`src/rtl/gem_cluster_unpack_pkg.sv`:
```
// Shared definitions for the GEM cluster unpacker.
// Field widths, the empty-slot marker, the link-qualification state
// encodings and a small population-count helper.
package gem_pkg;
  localparam int GEM_ADR_BITS  = 11;
  localparam int GEM_SIZE_BITS = 3;
  localparam int GEM_NCLST     = 4;
  localparam int GEM_CL_BITS   = GEM_ADR_BITS + GEM_SIZE_BITS;

  localparam logic [GEM_ADR_BITS-1:0] GEM_NO_CLUSTER = 11'h7FF;

  typedef enum logic [1:0] {
    DOWN = 2'd0,
    ARM  = 2'd1,
    UP   = 2'd2,
    LOST = 2'd3
  } link_state_t;

  // Number of set bits in a per-slot flag vector (0..4).
  function automatic logic [2:0] count4(input logic [GEM_NCLST-1:0] v);
    count4 = 3'(v[0]) + 3'(v[1]) + 3'(v[2]) + 3'(v[3]);
  endfunction
endpackage

```
`src/rtl/gem_cluster_unpack_if.sv`:
```
// Bus between the optical receiver / VME side and the cluster unpacker.
// master: receiver side (drives fiber word, link flags, resync, mask;
//         reads clusters, state and counters).
// slave : the unpacker itself.
interface gem_cluster_unpack_if;
  import gem_pkg::*;

  logic                                           ttc_resync;
  logic [GEM_NCLST-1:0][GEM_CL_BITS-1:0]          gem_data;
  logic                                           link_good;
  logic                                           link_bad;
  logic                                           mask_link;

  logic [GEM_NCLST-1:0]                           cluster_vpf;
  logic [GEM_NCLST-1:0][GEM_ADR_BITS-1:0]         cluster_adr;
  logic [GEM_NCLST-1:0][GEM_SIZE_BITS-1:0]        cluster_size;
  logic [2:0]                                     ncluster;
  logic                                           overflow;
  logic [1:0]                                     link_state;
  logic [15:0]                                    cluster_cnt;
  logic [15:0]                                    bad_adr_cnt;
  logic [7:0]                                     link_lost_cnt;

  modport master (
    output ttc_resync, gem_data, link_good, link_bad, mask_link,
    input  cluster_vpf, cluster_adr, cluster_size, ncluster, overflow,
           link_state, cluster_cnt, bad_adr_cnt, link_lost_cnt
  );

  modport slave (
    input  ttc_resync, gem_data, link_good, link_bad, mask_link,
    output cluster_vpf, cluster_adr, cluster_size, ncluster, overflow,
           link_state, cluster_cnt, bad_adr_cnt, link_lost_cnt
  );
endinterface

```
`src/rtl/gem_cluster_unpack_check.sv`:
```
// Combinational check of one 14-bit cluster field.
//   cluster : [10:0] address, [13:11] size
//   vpf     : address is legal (<= MAX_ADR)
//   bad     : address is neither legal nor the empty marker
//   adr/size: raw fields, gated downstream
module gem_cluster_check
  import gem_pkg::*;
#(
  parameter int MAX_ADR = 1535
) (
  input  logic [GEM_CL_BITS-1:0]   cluster,
  output logic                     vpf,
  output logic                     bad,
  output logic [GEM_ADR_BITS-1:0]  adr,
  output logic [GEM_SIZE_BITS-1:0] size
);
  localparam logic [GEM_ADR_BITS-1:0] MAX_A = GEM_ADR_BITS'(MAX_ADR);

  logic empty;

  assign adr   = cluster[GEM_ADR_BITS-1:0];
  assign size  = cluster[GEM_CL_BITS-1:GEM_ADR_BITS];
  assign empty = (adr == GEM_NO_CLUSTER);
  assign vpf   = !empty && (adr <= MAX_A);
  assign bad   = !empty && (adr >  MAX_A);
endmodule

```
`src/rtl/gem_cluster_unpack.sv`:
```
// GEM per-fiber cluster unpacker.
// Stage 1 registers the fiber word and link flags; stage 2 decodes the
// four clusters, gates them with the link-qualification FSM and updates
// the saturating occupancy/error counters.
// Ports:
//   clock, reset_n : fabric clock, async active-low reset
//   bus (slave)    : fiber word, link flags, resync/mask in;
//                    clusters, link state and counters out
module gem_cluster_unpack
  import gem_pkg::*;
#(
  parameter int HOLDOFF_BX = 16,
  parameter int MAX_ADR    = 1535
) (
  input  logic                 clock,
  input  logic                 reset_n,
  gem_cluster_unpack_if.slave  bus
);
  // ---------------- stage 1 ----------------
  logic [GEM_NCLST-1:0][GEM_CL_BITS-1:0] data_q;
  logic                                  good_q, bad_q, mask_q;

  always_ff @(posedge clock or negedge reset_n) begin
    if (!reset_n) begin
      data_q <= '0;
      good_q <= 1'b0;
      bad_q  <= 1'b0;
      mask_q <= 1'b0;
    end else begin
      data_q <= bus.gem_data;
      good_q <= bus.link_good;
      bad_q  <= bus.link_bad;
      mask_q <= bus.mask_link;
    end
  end

  // ---------------- per-cluster check ----------------
  logic [GEM_NCLST-1:0]                    vpf_c, bad_c;
  logic [GEM_NCLST-1:0][GEM_ADR_BITS-1:0]  adr_c;
  logic [GEM_NCLST-1:0][GEM_SIZE_BITS-1:0] size_c;

  for (genvar i = 0; i < GEM_NCLST; i++) begin : g_chk
    gem_cluster_check #(.MAX_ADR(MAX_ADR)) u_chk (
      .cluster (data_q[i]),
      .vpf     (vpf_c[i]),
      .bad     (bad_c[i]),
      .adr     (adr_c[i]),
      .size    (size_c[i])
    );
  end

  // ---------------- link qualification FSM ----------------
  link_state_t state, state_n;
  logic [7:0]  hold, hold_n;
  logic        lost_inc;
  logic        ok;

  assign ok = good_q & ~bad_q & ~mask_q;

  always_comb begin
    state_n  = state;
    hold_n   = hold;
    lost_inc = 1'b0;
    case (state)
      DOWN: if (ok) begin
        state_n = ARM;
        hold_n  = 8'd0;
      end
      ARM: begin
        if (!ok)                              state_n = DOWN;
        else if (hold == 8'(HOLDOFF_BX - 1))  state_n = UP;
        else                                  hold_n  = hold + 8'd1;
      end
      UP: if (!ok) begin
        state_n  = LOST;
        lost_inc = 1'b1;
      end
      LOST:    state_n = DOWN;
      default: state_n = DOWN;
    endcase
    // Resync overrides whatever the link did this cycle.
    if (bus.ttc_resync) begin
      state_n  = DOWN;
      hold_n   = 8'd0;
      lost_inc = 1'b0;
    end
  end

  // ---------------- stage 2 decode ----------------
  // Gating uses the state being entered on this edge, so the word that
  // arrives with a bad link flag is already suppressed on the LOST edge.
  logic [GEM_NCLST-1:0]                    vpf_d;
  logic [GEM_NCLST-1:0][GEM_ADR_BITS-1:0]  adr_d;
  logic [GEM_NCLST-1:0][GEM_SIZE_BITS-1:0] size_d;
  logic [2:0]                              ncl_d, nbad_d;
  logic [16:0]                             cnt_sum, bad_sum;
  logic [15:0]                             cnt_d, badcnt_d;
  logic [7:0]                              lost_d;

  logic [GEM_NCLST-1:0]                    vpf_q;
  logic [GEM_NCLST-1:0][GEM_ADR_BITS-1:0]  adr_q;
  logic [GEM_NCLST-1:0][GEM_SIZE_BITS-1:0] size_q;
  logic [2:0]                              ncl_q;
  logic                                    ovf_q;
  logic [15:0]                             cnt_q, badcnt_q;
  logic [7:0]                              lost_q;

  always_comb begin
    vpf_d  = '0;
    adr_d  = '0;
    size_d = '0;
    for (int i = 0; i < GEM_NCLST; i++) begin
      if (state_n == UP && vpf_c[i]) begin
        vpf_d[i]  = 1'b1;
        adr_d[i]  = adr_c[i];
        size_d[i] = size_c[i];
      end
    end
    ncl_d  = count4(vpf_d);
    // Bad addresses count whenever the link is out of DOWN and not masked.
    nbad_d = (state != DOWN && !mask_q) ? count4(bad_c) : 3'd0;

    cnt_sum  = {1'b0, cnt_q}    + 17'(ncl_d);
    bad_sum  = {1'b0, badcnt_q} + 17'(nbad_d);
    cnt_d    = cnt_sum[16] ? 16'hFFFF : cnt_sum[15:0];
    badcnt_d = bad_sum[16] ? 16'hFFFF : bad_sum[15:0];
    lost_d   = (lost_inc && lost_q != 8'hFF) ? lost_q + 8'd1 : lost_q;
  end

  always_ff @(posedge clock or negedge reset_n) begin
    if (!reset_n) begin
      state    <= DOWN;
      hold     <= 8'd0;
      vpf_q    <= '0;
      adr_q    <= '0;
      size_q   <= '0;
      ncl_q    <= 3'd0;
      ovf_q    <= 1'b0;
      cnt_q    <= 16'd0;
      badcnt_q <= 16'd0;
      lost_q   <= 8'd0;
    end else begin
      state  <= state_n;
      hold   <= hold_n;
      vpf_q  <= vpf_d;
      adr_q  <= adr_d;
      size_q <= size_d;
      ncl_q  <= ncl_d;
      ovf_q  <= &vpf_d;
      if (bus.ttc_resync) begin
        cnt_q    <= 16'd0;
        badcnt_q <= 16'd0;
        lost_q   <= 8'd0;
      end else begin
        cnt_q    <= cnt_d;
        badcnt_q <= badcnt_d;
        lost_q   <= lost_d;
      end
    end
  end

  assign bus.cluster_vpf   = vpf_q;
  assign bus.cluster_adr   = adr_q;
  assign bus.cluster_size  = size_q;
  assign bus.ncluster      = ncl_q;
  assign bus.overflow      = ovf_q;
  assign bus.link_state    = state;
  assign bus.cluster_cnt   = cnt_q;
  assign bus.bad_adr_cnt   = badcnt_q;
  assign bus.link_lost_cnt = lost_q;
endmodule

```
`src/flat_wrapper.sv`:
```
// flat-port wrapper written by rule: the top's interface ports become plain ports
module gem_cluster_unpack_flat import gem_pkg::*;
#(
  parameter int HOLDOFF_BX = 16,
  parameter int MAX_ADR    = 1535
)
  (clock, reset_n, bus_ttc_resync, bus_gem_data, bus_link_good, bus_link_bad, bus_mask_link, bus_cluster_vpf, bus_cluster_adr, bus_cluster_size, bus_ncluster, bus_overflow, bus_link_state, bus_cluster_cnt, bus_bad_adr_cnt, bus_link_lost_cnt);
  gem_cluster_unpack_if bus_i ();
  input  logic clock;
  input  logic reset_n;
  input wire logic [$bits(bus_i.ttc_resync)-1:0] bus_ttc_resync;
  input wire logic [$bits(bus_i.gem_data)-1:0] bus_gem_data;
  input wire logic [$bits(bus_i.link_good)-1:0] bus_link_good;
  input wire logic [$bits(bus_i.link_bad)-1:0] bus_link_bad;
  input wire logic [$bits(bus_i.mask_link)-1:0] bus_mask_link;
  output wire logic [$bits(bus_i.cluster_vpf)-1:0] bus_cluster_vpf;
  output wire logic [$bits(bus_i.cluster_adr)-1:0] bus_cluster_adr;
  output wire logic [$bits(bus_i.cluster_size)-1:0] bus_cluster_size;
  output wire logic [$bits(bus_i.ncluster)-1:0] bus_ncluster;
  output wire logic [$bits(bus_i.overflow)-1:0] bus_overflow;
  output wire logic [$bits(bus_i.link_state)-1:0] bus_link_state;
  output wire logic [$bits(bus_i.cluster_cnt)-1:0] bus_cluster_cnt;
  output wire logic [$bits(bus_i.bad_adr_cnt)-1:0] bus_bad_adr_cnt;
  output wire logic [$bits(bus_i.link_lost_cnt)-1:0] bus_link_lost_cnt;
  assign bus_i.ttc_resync = bus_ttc_resync;
  assign bus_i.gem_data = bus_gem_data;
  assign bus_i.link_good = bus_link_good;
  assign bus_i.link_bad = bus_link_bad;
  assign bus_i.mask_link = bus_mask_link;
  assign bus_cluster_vpf = bus_i.cluster_vpf;
  assign bus_cluster_adr = bus_i.cluster_adr;
  assign bus_cluster_size = bus_i.cluster_size;
  assign bus_ncluster = bus_i.ncluster;
  assign bus_overflow = bus_i.overflow;
  assign bus_link_state = bus_i.link_state;
  assign bus_cluster_cnt = bus_i.cluster_cnt;
  assign bus_bad_adr_cnt = bus_i.bad_adr_cnt;
  assign bus_link_lost_cnt = bus_i.link_lost_cnt;
  gem_cluster_unpack #(.HOLDOFF_BX(HOLDOFF_BX), .MAX_ADR(MAX_ADR)) u_core (.clock(clock), .reset_n(reset_n), .bus(bus_i));
endmodule
```
`config.mk`:
```
export PLATFORM = sky130hd
export DESIGN_NAME = gem_cluster_unpack_flat
export DESIGN_NICKNAME = d
export VERILOG_FILES = /design/src/rtl/gem_cluster_unpack_pkg.sv /design/src/rtl/gem_cluster_unpack_if.sv /design/src/rtl/gem_cluster_unpack_check.sv /design/src/rtl/gem_cluster_unpack.sv /design/src/flat_wrapper.sv
export SDC_FILE = /design/constraint.sdc
export NUM_CORES = 1
export LEC_CHECK = 0
export ABC_AREA = 1
export BUFFER_PORTS_ARGS = -buffer_cell sky130_fd_sc_hd__buf_2
export CAP_MARGIN = 20
export CELL_PAD_IN_SITES_DETAIL_PLACEMENT = 0
export CELL_PAD_IN_SITES_GLOBAL_PLACEMENT = 1
export CORE_UTILIZATION = 37
export DETAILED_ROUTE_END_ITERATION = 10
export GPL_ROUTABILITY_DRIVEN = 1
export GPL_TIMING_DRIVEN = 1
export PLACE_DENSITY_LB_ADDON = 0.15
export SLEW_MARGIN = 20
export SYNTH_ARGS = -nofsm -noshare
export SYNTH_HDL_FRONTEND = slang
export SYNTH_SLANG_ARGS = --single-unit
```
`constraint.sdc`:
```
create_clock -name clock -period 3.7 [get_ports clock]
set_input_delay 0.74 -clock clock [delete_from_list [all_inputs] [get_ports clock]]
set_output_delay 0.74 -clock clock [all_outputs]
set_load 0.005 [all_outputs]
```
==> flow_metrics.py <==
metrics = {
    "status": {
        "status": "complete, no violations",
    },
    "drt": {
        "vias": 5247,
        "avgViaCountPerCell": 4.51,
        "drc": 0,
        "dr.first_iter.drc_count": 161,
        "drt-total-wl_um": 15900,
        "drtPass1Iterations": 4,
        "ant_nets": 0,
        "wire_per_inst_um": 13.7,
    },
    "yosys": {
        "ys_ff_latch": 173,
        "syn_avg_cell_area_um2": 9.88,
        "yosysSeqAreaShare": 0.612,
        "yosys_warnings": 0,
        "syn-num-nets": 794,
        "yosys.area.top_type": "dfrtp_1",
        "synth_edf_count": 0,
        "postSynth.asyncResetShare": 1.00,
        "ys_types": 31,
        "synth_area_um2": 7080,
        "synthCells": 716,
        "synth_top_area_share": 0.612,
        "ys_top_cells_by_area": "dfrtp_1 61%, inv_1 7.0%, nand2_1 6.4%",
        "synth_flop_cell": "dfrtp_1",
    },
    "floorplan": {
        "fp.dieW_um": 140,
        "coreArea_um2": 18700,
        "pin_count": 168,
        "initial_core_util": 0.378,
        "fp.dieH_um": 140,
        "core.rowCount": 50,
        "die-area_um2": 19700,
    },
    "setup_path": {
        "cpPeakStageDelay_ns": 0.44,
        "reg2reg_to": "u_core.bus.cluster_cnt[14]",
        "worstSetupEndpointType": "register",
        "crit_type": "register to register",
        "r2r_slack_ns": 0.24,
        "cp_max_fo": 4,
        "r2r-start": "u_core.hold[6]",
        "cp.required_ns": 4.01,
        "cp-start-kind": "register",
        "worst_path_max_delay_cell": "dfrtp_2",
        "reg2reg_depth": 23,
        "arrival_ns": 3.77,
        "path_cells": "nor2_4 > nand2_1 > nor2_2 > nand2_2 > a21oi_4 > nand3_4 > inv_2 > ha_1 > inv_2 > fa_1 > inv_2 > ha_2 > inv_1 > fa_2 > inv_2 > nand2_4 > a21oi_4 > buf_4 > nand2_1 > nand2_1 > nand3_1 > nand2_1 > inv_1",
    },
    "finish": {
        "diodes": 0,
        "final_cell_mix": "171 x dfrtp_1, 166 x buf_2, 127 x inv_1",
        "multi_input_area_um2": 2260,
        "fillers": 1765,
        "regArea_um2": 4330,
        "final_common_cell": "dfrtp_1",
        "area_growth_pct": 27.7,
        "fin_nets": 995,
        "fin_area_um2": 9030,
        "layout-drive-gt1-share": 0.316,
    },
    "pwr": {
        "ir_worst_vdd_mv": 0.302,
        "p_leak_nw": 4.97,
        "power-per-cell-area_nw_per_um2": 424,
    },
    "clock_network": {
        "cts_tree": "yes",
        "cts_buffers": 17,
        "cts_sinks": 173,
        "cts_buffer_depth": 2,
        "h-tree-depth": 4,
        "clock_latency_ns": 0.42,
        "cts_root_buf": "clkbuf_16",
        "path_clk_slew_ns": 0.08,
    },
    "global_route": {
        "grt_max_degree": 84,
        "grt_pass1_vias": 5120,
        "antenna_found_initial": 1,
        "grt_overflow": 0,
        "track_usage": 0.168,
        "grt_pass1_wl_um": 25700,
    },
    "placement": {
        "place_area_um2": 8320,
        "gp_congestion": 0.807,
        "dp_hpwl_um": 11600,
        "io_buffers": 167,
    },
    "sta": {
        "fin_crit_sh": 0.936,
        "period_needed_ns": 3.46,
        "relSlewSlack": 0.597,
        "finalSetupViolations": 0,
        "maxSlewViolCount": 0,
        "fin_skew_ns": 0.0125,
        "fin_tns_setup_ns": 0,
        "worstMarginPinSlew_ns": 0.605,
        "fmax_mhz": 289,
        "whs_ns": 0.276,
        "hold_viol_final": 0,
    },
    "flow_run": {
        "maxCapViolCount": 0,
    },
    "worst_hold_path": {
        "min_path_type": "input pin to asynchronous set/reset pin",
    },
}
-- per-stage QoR --
| stage | power [W] | cells | setup WS (ns) | utilization |
|---|---|---|---|---|
| CTS | 0.00388 | 1157 | 0.0405 | 0.476 |
| finish | 0.00383 | 1164 | 0.235 | 0.483 |
| global route | 0.00399 | 1164 | -0.0146 | 0.483 |
| detailed placement | 0.00211 | 1125 | 0.0215 | 0.445 |
| floorplan | 0.00202 | 716 | 0.00816 | - |
| global placement | 0.00211 | 1125 | 0.129 | 0.445 |
-- kinds of logic (layout without fill, tap and decap cells) --
kind of cell,count (synthesis),count (layout),synth area share
compound gates,50,50,0.0398
simple gates,317,317,0.215
buf+inv,146,360,0.0835
flops,173,173,0.612
fa+ha+maj,16,16,0.0325
xor+xnor,14,14,0.0173
-- critical path: cells and delay by family (launching register included) --
kind	cells	cell delay, ns
buffers and inverters	7	0.51
DFF	1	0.44
adders and majority gates	4	1.20
AOI/OAI and AO/OA	2	0.44
and+or+nand+nor	10	0.77
-- layer usage --
metal / wire, um / global-route usage
met1: 6940 / 0.210
met2: 7680 / 0.269
met3: 1190 / 0.0680
met4: 93 / 0.0463
met5: 0 / 0
-- how the worst max path moves through the flow --
stage | from | end | slack [ns] | depth (start not counted)
after floorplan | bus_ttc_resync | u_core.bus.cluster_cnt[11] | 0.008 | 20
after global routing | u_core.data_q[3] | u_core.bus.bad_adr_cnt[13] | -0.01 | 17
after global placement | bus_ttc_resync | u_core.bus.cluster_cnt[7] | 0.13 | 19
after detailed placement | bus_ttc_resync | u_core.bus.cluster_cnt[7] | 0.02 | 19
final | u_core.hold[6] | u_core.bus.cluster_cnt[14] | 0.24 | 23
after CTS | u_core.hold[0] | u_core.bus.cluster_cnt[7] | 0.04 | 23
-- state kept, by name, summed over array words and instances (netlist names), 2 cells and up --
name / flops
u_core.data_q: 56
u_core.bus.ncluster: 3
u_core.bus.cluster_vpf: 4
u_core.hold: 8
u_core.bus.cluster_size: 12
u_core.bus.cluster_cnt: 16
u_core.bus.link_lost_cnt: 8
u_core.bus.cluster_adr: 44
u_core.bus.link_state: 2
u_core.bus.bad_adr_cnt: 16
-- Yosys cell counts, types with 2 or more instances --
library cell  instances
xnor2_1               3
a21oi_1              22
xor2_1               11
ha_1                 12
nor2_4                9
fa_1                  4
o21bai_1              4
buf_6                 3
dfrtp_1             173
nor3b_1               4
a31oi_1               2
nand2_1             121
nand4_1              24
nand3_1              46
inv_1               132
o21ai_0              18
buf_2                 3
nand2_2               4
o31ai_1               2
nand3_4               4
nor2_2               21
clkbuf_1              5
nor3_1                6
nor2_1               76
-- area by class of cell --
cell class,count,share of cell area
clock inverter,15,0.0170
tap,234,0.0324
clock buffer,17,0.0471
multi-input combinational,397,0.251
timing repair buffer,194,0.117
sequential,173,0.480
inverter,134,0.0557
-- power breakdown --
part	total (W)	internal (W)	switching, W	leakage, nW
Combinational	0.000135	0.0000455	0.0000895	2.40
Clock	0.00175	0.000955	0.000798	0.289
Sequential	0.00194	0.00192	0.0000142	2.28
Total	0.00383	0.00292	0.000902	4.97
-- repair_timing --
action	4_1_cts	5_1_grt
buffers inserted	0	7
setup endpoints to repair	0	31
resized for setup	0	26
hold buffers	0	0
(Power assumes the default switching activity.)
